$ cat config.mk
export PLATFORM = sky130hd
export DESIGN_NAME = mem_port_arbiter_flat
export DESIGN_NICKNAME = d
export VERILOG_FILES = /design/src/rtl/mem_port_arbiter_if.sv /design/src/rtl/mem_port_arbiter.sv /design/src/flat_wrapper.sv
export SDC_FILE = /design/constraint.sdc
export NUM_CORES = 1
export LEC_CHECK = 0
export CORE_ASPECT_RATIO = 1.2
export CORE_MARGIN = 4
export CORE_UTILIZATION = 38
export CTS_CLUSTER_SIZE = 12
export DETAILED_ROUTE_END_ITERATION = 8
export GPL_TIMING_DRIVEN = 0
export MAX_ROUTING_LAYER = met4
export PLACE_DENSITY = 0.82
export SLEW_MARGIN = 10
export SYNTH_ARGS = -nofsm -noshare
export SYNTH_HDL_FRONTEND = slang
export SYNTH_SLANG_ARGS = --single-unit
$ cat constraint.sdc
create_clock -name clock -period 4.49 [get_ports clock]
set_input_delay 0.898 -clock clock [delete_from_list [all_inputs] [get_ports clock]]
set_output_delay 0.898 -clock clock [all_outputs]
set_load 0.02 [all_outputs]
$ cat src/rtl/mem_port_arbiter_if.sv
// Handshake bundle between the pipeline's IF/MEM ports, the shared memory and the arbiter.
// master = arbiter side, slave = requesters plus memory.
interface mem_port_arbiter_if #(
    parameter int AW = 32,
    parameter int DW = 32
);
    logic          if_req;
    logic [AW-1:0] if_addr;
    logic [DW-1:0] if_rdata;
    logic          if_ready;

    logic          mm_req;
    logic          mm_we;
    logic [AW-1:0] mm_addr;
    logic [DW-1:0] mm_wdata;
    logic [DW-1:0] mm_rdata;
    logic          mm_ready;

    logic          mem_en;
    logic          mem_we;
    logic [AW-1:0] mem_addr;
    logic [DW-1:0] mem_wdata;
    logic [DW-1:0] mem_rdata;

    logic          gnt_mm;
    logic          stall;

    modport master (
        input  if_req, if_addr, mm_req, mm_we, mm_addr, mm_wdata, mem_rdata,
        output if_rdata, if_ready, mm_rdata, mm_ready,
               mem_en, mem_we, mem_addr, mem_wdata, gnt_mm, stall
    );

    modport slave (
        output if_req, if_addr, mm_req, mm_we, mm_addr, mm_wdata, mem_rdata,
        input  if_rdata, if_ready, mm_rdata, mm_ready,
               mem_en, mem_we, mem_addr, mem_wdata, gnt_mm, stall
    );
endinterface

$ cat src/rtl/mem_port_arbiter.sv
// Arbitrates one single-port memory between IF and MEM stage; MEM has fixed priority.
// Each access runs WAIT_CYCLES+1 ACCESS cycles, then a DONE cycle pulses the ready.
module mem_port_arbiter #(
    parameter int unsigned WAIT_CYCLES = 1,
    parameter int          AW          = 32,
    parameter int          DW          = 32
) (
    input  logic                clock,
    input  logic                resetn,
    mem_port_arbiter_if.master  bus
);
    typedef enum logic [1:0] {
        IDLE   = 2'd0,
        ACCESS = 2'd1,
        DONE   = 2'd2
    } state_e;

    localparam logic [3:0] CNT_INIT = 4'(WAIT_CYCLES);

    state_e        state_q, state_d;
    logic [3:0]    cnt_q, cnt_d;
    logic [AW-1:0] addr_q, addr_d;
    logic [DW-1:0] wdata_q, wdata_d;
    logic          we_q, we_d;
    logic          gnt_q, gnt_d;
    logic [DW-1:0] if_rdata_q, if_rdata_d;
    logic [DW-1:0] mm_rdata_q, mm_rdata_d;
    logic          if_ready_q, if_ready_d;
    logic          mm_ready_q, mm_ready_d;
    logic          take_mm, take_if;

    always_ff @(posedge clock or negedge resetn) begin
        if (!resetn) begin
            state_q    <= IDLE;
            cnt_q      <= 4'd0;
            addr_q     <= '0;
            wdata_q    <= '0;
            we_q       <= 1'b0;
            gnt_q      <= 1'b0;
            if_rdata_q <= '0;
            mm_rdata_q <= '0;
            if_ready_q <= 1'b0;
            mm_ready_q <= 1'b0;
        end else begin
            state_q    <= state_d;
            cnt_q      <= cnt_d;
            addr_q     <= addr_d;
            wdata_q    <= wdata_d;
            we_q       <= we_d;
            gnt_q      <= gnt_d;
            if_rdata_q <= if_rdata_d;
            mm_rdata_q <= mm_rdata_d;
            if_ready_q <= if_ready_d;
            mm_ready_q <= mm_ready_d;
        end
    end

    always_comb begin
        state_d    = state_q;
        cnt_d      = cnt_q;
        addr_d     = addr_q;
        wdata_d    = wdata_q;
        we_d       = we_q;
        gnt_d      = gnt_q;
        if_rdata_d = if_rdata_q;
        mm_rdata_d = mm_rdata_q;
        if_ready_d = 1'b0;
        mm_ready_d = 1'b0;
        take_mm    = 1'b0;
        take_if    = 1'b0;

        case (state_q)
            IDLE: begin
                if (bus.mm_req)      take_mm = 1'b1;
                else if (bus.if_req) take_if = 1'b1;
            end
            ACCESS: begin
                if (cnt_q != 4'd0) begin
                    cnt_d = cnt_q - 4'd1;
                end else begin
                    state_d = DONE;
                    if (gnt_q) begin
                        mm_ready_d = 1'b1;
                        if (!we_q) mm_rdata_d = bus.mem_rdata;
                    end else begin
                        if_ready_d = 1'b1;
                        if_rdata_d = bus.mem_rdata;
                    end
                end
            end
            DONE: begin
                // The served port still holds req here, so only the other side may be granted.
                if (gnt_q && bus.if_req)       take_if = 1'b1;
                else if (!gnt_q && bus.mm_req) take_mm = 1'b1;
                else                           state_d = IDLE;
            end
            default: state_d = IDLE;
        endcase

        if (take_mm) begin
            addr_d  = bus.mm_addr;
            wdata_d = bus.mm_wdata;
            we_d    = bus.mm_we;
            gnt_d   = 1'b1;
            cnt_d   = CNT_INIT;
            state_d = ACCESS;
        end else if (take_if) begin
            addr_d  = bus.if_addr;
            we_d    = 1'b0;
            gnt_d   = 1'b0;
            cnt_d   = CNT_INIT;
            state_d = ACCESS;
        end
    end

    assign bus.mem_en    = (state_q == ACCESS);
    assign bus.mem_we    = (state_q == ACCESS) & we_q;
    assign bus.mem_addr  = addr_q;
    assign bus.mem_wdata = wdata_q;
    assign bus.if_rdata  = if_rdata_q;
    assign bus.mm_rdata  = mm_rdata_q;
    assign bus.if_ready  = if_ready_q;
    assign bus.mm_ready  = mm_ready_q;
    assign bus.gnt_mm    = gnt_q;
    // Ready is registered, so stall drops in the same cycle the pulse is seen.
    assign bus.stall     = (bus.if_req & ~if_ready_q) | (bus.mm_req & ~mm_ready_q);
endmodule
$ cat src/flat_wrapper.sv
// flat-port wrapper written by rule: the top's interface ports become plain ports
module mem_port_arbiter_flat 
#(
    parameter int unsigned WAIT_CYCLES = 1,
    parameter int          AW          = 32,
    parameter int          DW          = 32
)
  (clock, resetn, bus_if_req, bus_if_addr, bus_mm_req, bus_mm_we, bus_mm_addr, bus_mm_wdata, bus_mem_rdata, bus_if_rdata, bus_if_ready, bus_mm_rdata, bus_mm_ready, bus_mem_en, bus_mem_we, bus_mem_addr, bus_mem_wdata, bus_gnt_mm, bus_stall);
  mem_port_arbiter_if #(.AW(AW), .DW(DW)) bus_i ();
  input  logic clock;
  input  logic resetn;
  input wire logic [$bits(bus_i.if_req)-1:0] bus_if_req;
  input wire logic [$bits(bus_i.if_addr)-1:0] bus_if_addr;
  input wire logic [$bits(bus_i.mm_req)-1:0] bus_mm_req;
  input wire logic [$bits(bus_i.mm_we)-1:0] bus_mm_we;
  input wire logic [$bits(bus_i.mm_addr)-1:0] bus_mm_addr;
  input wire logic [$bits(bus_i.mm_wdata)-1:0] bus_mm_wdata;
  input wire logic [$bits(bus_i.mem_rdata)-1:0] bus_mem_rdata;
  output wire logic [$bits(bus_i.if_rdata)-1:0] bus_if_rdata;
  output wire logic [$bits(bus_i.if_ready)-1:0] bus_if_ready;
  output wire logic [$bits(bus_i.mm_rdata)-1:0] bus_mm_rdata;
  output wire logic [$bits(bus_i.mm_ready)-1:0] bus_mm_ready;
  output wire logic [$bits(bus_i.mem_en)-1:0] bus_mem_en;
  output wire logic [$bits(bus_i.mem_we)-1:0] bus_mem_we;
  output wire logic [$bits(bus_i.mem_addr)-1:0] bus_mem_addr;
  output wire logic [$bits(bus_i.mem_wdata)-1:0] bus_mem_wdata;
  output wire logic [$bits(bus_i.gnt_mm)-1:0] bus_gnt_mm;
  output wire logic [$bits(bus_i.stall)-1:0] bus_stall;
  assign bus_i.if_req = bus_if_req;
  assign bus_i.if_addr = bus_if_addr;
  assign bus_i.mm_req = bus_mm_req;
  assign bus_i.mm_we = bus_mm_we;
  assign bus_i.mm_addr = bus_mm_addr;
  assign bus_i.mm_wdata = bus_mm_wdata;
  assign bus_i.mem_rdata = bus_mem_rdata;
  assign bus_if_rdata = bus_i.if_rdata;
  assign bus_if_ready = bus_i.if_ready;
  assign bus_mm_rdata = bus_i.mm_rdata;
  assign bus_mm_ready = bus_i.mm_ready;
  assign bus_mem_en = bus_i.mem_en;
  assign bus_mem_we = bus_i.mem_we;
  assign bus_mem_addr = bus_i.mem_addr;
  assign bus_mem_wdata = bus_i.mem_wdata;
  assign bus_gnt_mm = bus_i.gnt_mm;
  assign bus_stall = bus_i.stall;
  mem_port_arbiter #(.WAIT_CYCLES(WAIT_CYCLES), .AW(AW), .DW(DW)) u_core (.clock(clock), .resetn(resetn), .bus(bus_i));
endmodule
==> results.cfg <==
[timing]
period_share_pct = 70.26
slew_violations = 0
slew-limit-headroom_pct = 54.09
finalCriticalPeriod_ns = 3.155
finalClockSkew_ns = 0.006644
timing.fmax_mhz = 317.0
rsz0062_at_grt = no
hold_violations = 0
worstMarginPinSlew_ns = 0.6887
setup_viol = 0
tns_ns = 0

[finish]
final_cell_mix = clkdlybuf4s50_1 (265), dfrtp_1 (138), mux2_2 (97)
final_common_cell = clkdlybuf4s50_1
multi_input_area_sq_um = 1921
syn2layout_area_growth_pct = 62.60
antenna-diode-count = 0
drive_gt1_share_pct = 22.19
nFillCells = 1076
num-nets-final = 807
fin_cells = 860
seq_area_sq_um = 3453
fin_area_sq_um = 9064

[detailed_routing]
viasPerCell = 4.864
antenna_left = 0
wl_per_cell_microns = 18.39
drt_iter0_markers = 153
drt_wl_total_mm = 15.81
vias = 4183
drcViolationCount = 0
firstDrtPassIters = 4

[logic_synthesis]
yosysSeqAreaShare_pct = 61.95
synthAdderAreaFrac_pct = 0.4489
syn_area_sq_um = 5574
synth_top_family_by_area = multiplexers
syn_avg_cell_area_sq_um = 14.44
synth-compound-area-share_pct = 3.973
synth_xor_area_share_pct = 0
ys_warn_count = 0
syn_inst = 386
synth_seq_cells = 138
synthSimpleGateAreaFrac_pct = 4.512
syn_nets = 521
ys_types = 28
muxShareOfSynthArea_pct = 25.52

[pwr]
ir_drop_uv = 415.1
power_leakage_nw = 3.821
p_per_area_nw_per_um2 = 780.5

[critical_path]
reg2regPathDepth = 6
end_kind = output pin
r2r_end = u_core.bus.if_rdata[20]
r2r_slack_ns = 2.49
worstSetupStartpointType = input pin
crit_chain = clkdlybuf4s50_1 > inv_1 > o22ai_1 > clkdlybuf4s50_1
crit_fanout = 3
crit_family = buffers and inverters
startpoint = bus_if_req
max_stage_delay_ns = 0.65
cp_common_cell = clkdlybuf4s50_1
crit_buf_inv = 3
worstSetupPathDepth = 4
endpoint = bus_stall
crit_required_ns = 3.59
worstPathArrival_ns = 2.26
critPathKind = in -> out
cp_slowest_cell = clkdlybuf4s50_1
r2r-start = u_core.cnt_q[0]

[clocking]
worstSkewPairLatency_ns = 0.41
clkSinkCount = 138
cts_tree = done
cts-resized-gates = 0
postCtsHoldBufs = 0
h-tree-depth = 4
cts.clk_slew.worst_paths_ns = 0.06
numCtsBuffers = 17
root_buffer = clkbuf_16
post_cts.repair.setup_buffers = 0
clock_path_buffers = 2

[place]
dpl.cell_count = 828
io_buffers = 266
gp_congestion = 0.8431
placed_area_sq_um = 8484
hpwl_mm = 12.33

[die]
rows = 48
die_x_microns = 118.6
core_sq_um = 14410
initial_core_util_pct = 38.67
io_pins = 267
die_h_microns = 140.7
die_area_sq_um = 16680

[global_route]
grt_pass1_wl_mm = 24.91
grt_overflow_total = 0
groute.usage.overall_pct = 19.58
antenna_found_initial = 0
grt_max_degree = 74
grt_pass1_vias = 4732

[hold_path]
min_path_type = in -> async

[job]
drv_cap = 0

[outcome]
status = complete, no violations
[worst reg2reg max path: cells and delay by family (launching register included)]
kind	cells	cell delay, ns
AND/OR/NAND/NOR	2	0.54
buffers and inverters	2	0.40
flip-flops	1	0.39
multiplexers	1	0.36
adder cells (fa/ha/maj)	1	0.18
[synthesized netlist by cell type (all sizes together)]
library cell | instances | share of area, %
dfrtp | 138 | 62
mux2 | 97 | 20
o21ai | 36 | 3.2
nand2 | 35 | 2.4
mux2i | 33 | 5.9
buf | 18 | 3.0
inv | 6 | 0.40
nor2 | 4 | 0.27
and2 | 2 | 0.22
clkbuf | 2 | 0.16
ha | 2 | 0.45
nand2b | 2 | 0.27
nor4 | 2 | 0.49
a21bo | 1 | 0.18
a21oi | 1 | 0.090
a221o | 1 | 0.20
a22o | 1 | 0.16
nand3 | 1 | 0.090
nand3b | 1 | 0.36
nand4b | 1 | 0.16
nor3 | 1 | 0.29
o22ai | 1 | 0.11
[worst min path at each step]
stage / slack (ns) / endpoint / cells after the start
after floorplan: 0.48 / u_core.we_q / 1
after global placement: 0.47 / u_core.bus.mem_addr[21] / 2
after detailed placement: 0.48 / u_core.bus.mem_addr[13] / 2
after CTS: 0.49 / u_core.bus.mem_addr[13] / 2
after global routing: 0.52 / u_core.bus.mem_addr[2] / 2
final: 0.49 / u_core.bus.mem_addr[9] / 1
[power by group]
part           switching (mW)  leakage, nW  internal (mW)
clock network           0.502        0.282          0.848
registers               0.348         1.66           1.88
logic                    1.69         1.88           1.81
total                    2.54         3.82           4.53
[per-layer routing]
layer / part of all wire (%) / vias to the layer above / track usage [%]
met5: 0 / - / -
met4: 2.4 / 0 / 7.810
met3: 6.9 / 26 / 5.939
met2: 53 / 192 / 34.10
met1: 38 / 2042 / 20.83
li1: - / 1923 / -
[area by class of cell]
class / instances / share of cell area (%)
flip-flops and latches: 138 / 38.10
repair buffers: 267 / 29.69
multi-input cells: 222 / 21.19
clock buffers: 26 / 5.729
well taps: 175 / 2.416
plain buffers: 20 / 1.960
clock inverters: 6 / 0.6626
inverters: 6 / 0.2485
[stage by stage]
step	total power [mW]	util (%)	setup slack, ns	hold slack (ns)
6_report	7.074	62.88	1.335	0.4865
5_1_grt	7.455	62.88	1.262	0.5157
4_1_cts	7.164	62.88	1.332	0.4889
3_5_place_dp	5.786	58.86	1.342	0.4764
3_3_place_gp	5.656	58.66	-2.683	0.4700
2_1_floorplan	4.042	-	2.280	0.4799
[cells by family (layout without fill, tap and decap cells)]
group / after synthesis / after routing
flip-flops: 138 / 138
multiplexers: 130 / 130
AND/OR/NAND/NOR: 49 / 49
AO/OA/AOI/OAI: 41 / 41
buffers and inverters: 26 / 325
adder cells (fa/ha/maj): 2 / 2
[registers in the layout, summed over array words and instances, names as in the netlist]
register	cells
u_core.bus.mem_wdata	32
u_core.bus.gnt_mm	1
u_core.state_q	2
u_core.we_q	1
u_core.bus.mm_ready	1
u_core.bus.mem_addr	32
u_core.bus.if_ready	1
u_core.cnt_q	4
u_core.bus.if_rdata	32
u_core.bus.mm_rdata	32
No activity file was read; power rests on OpenSTA's default activity.
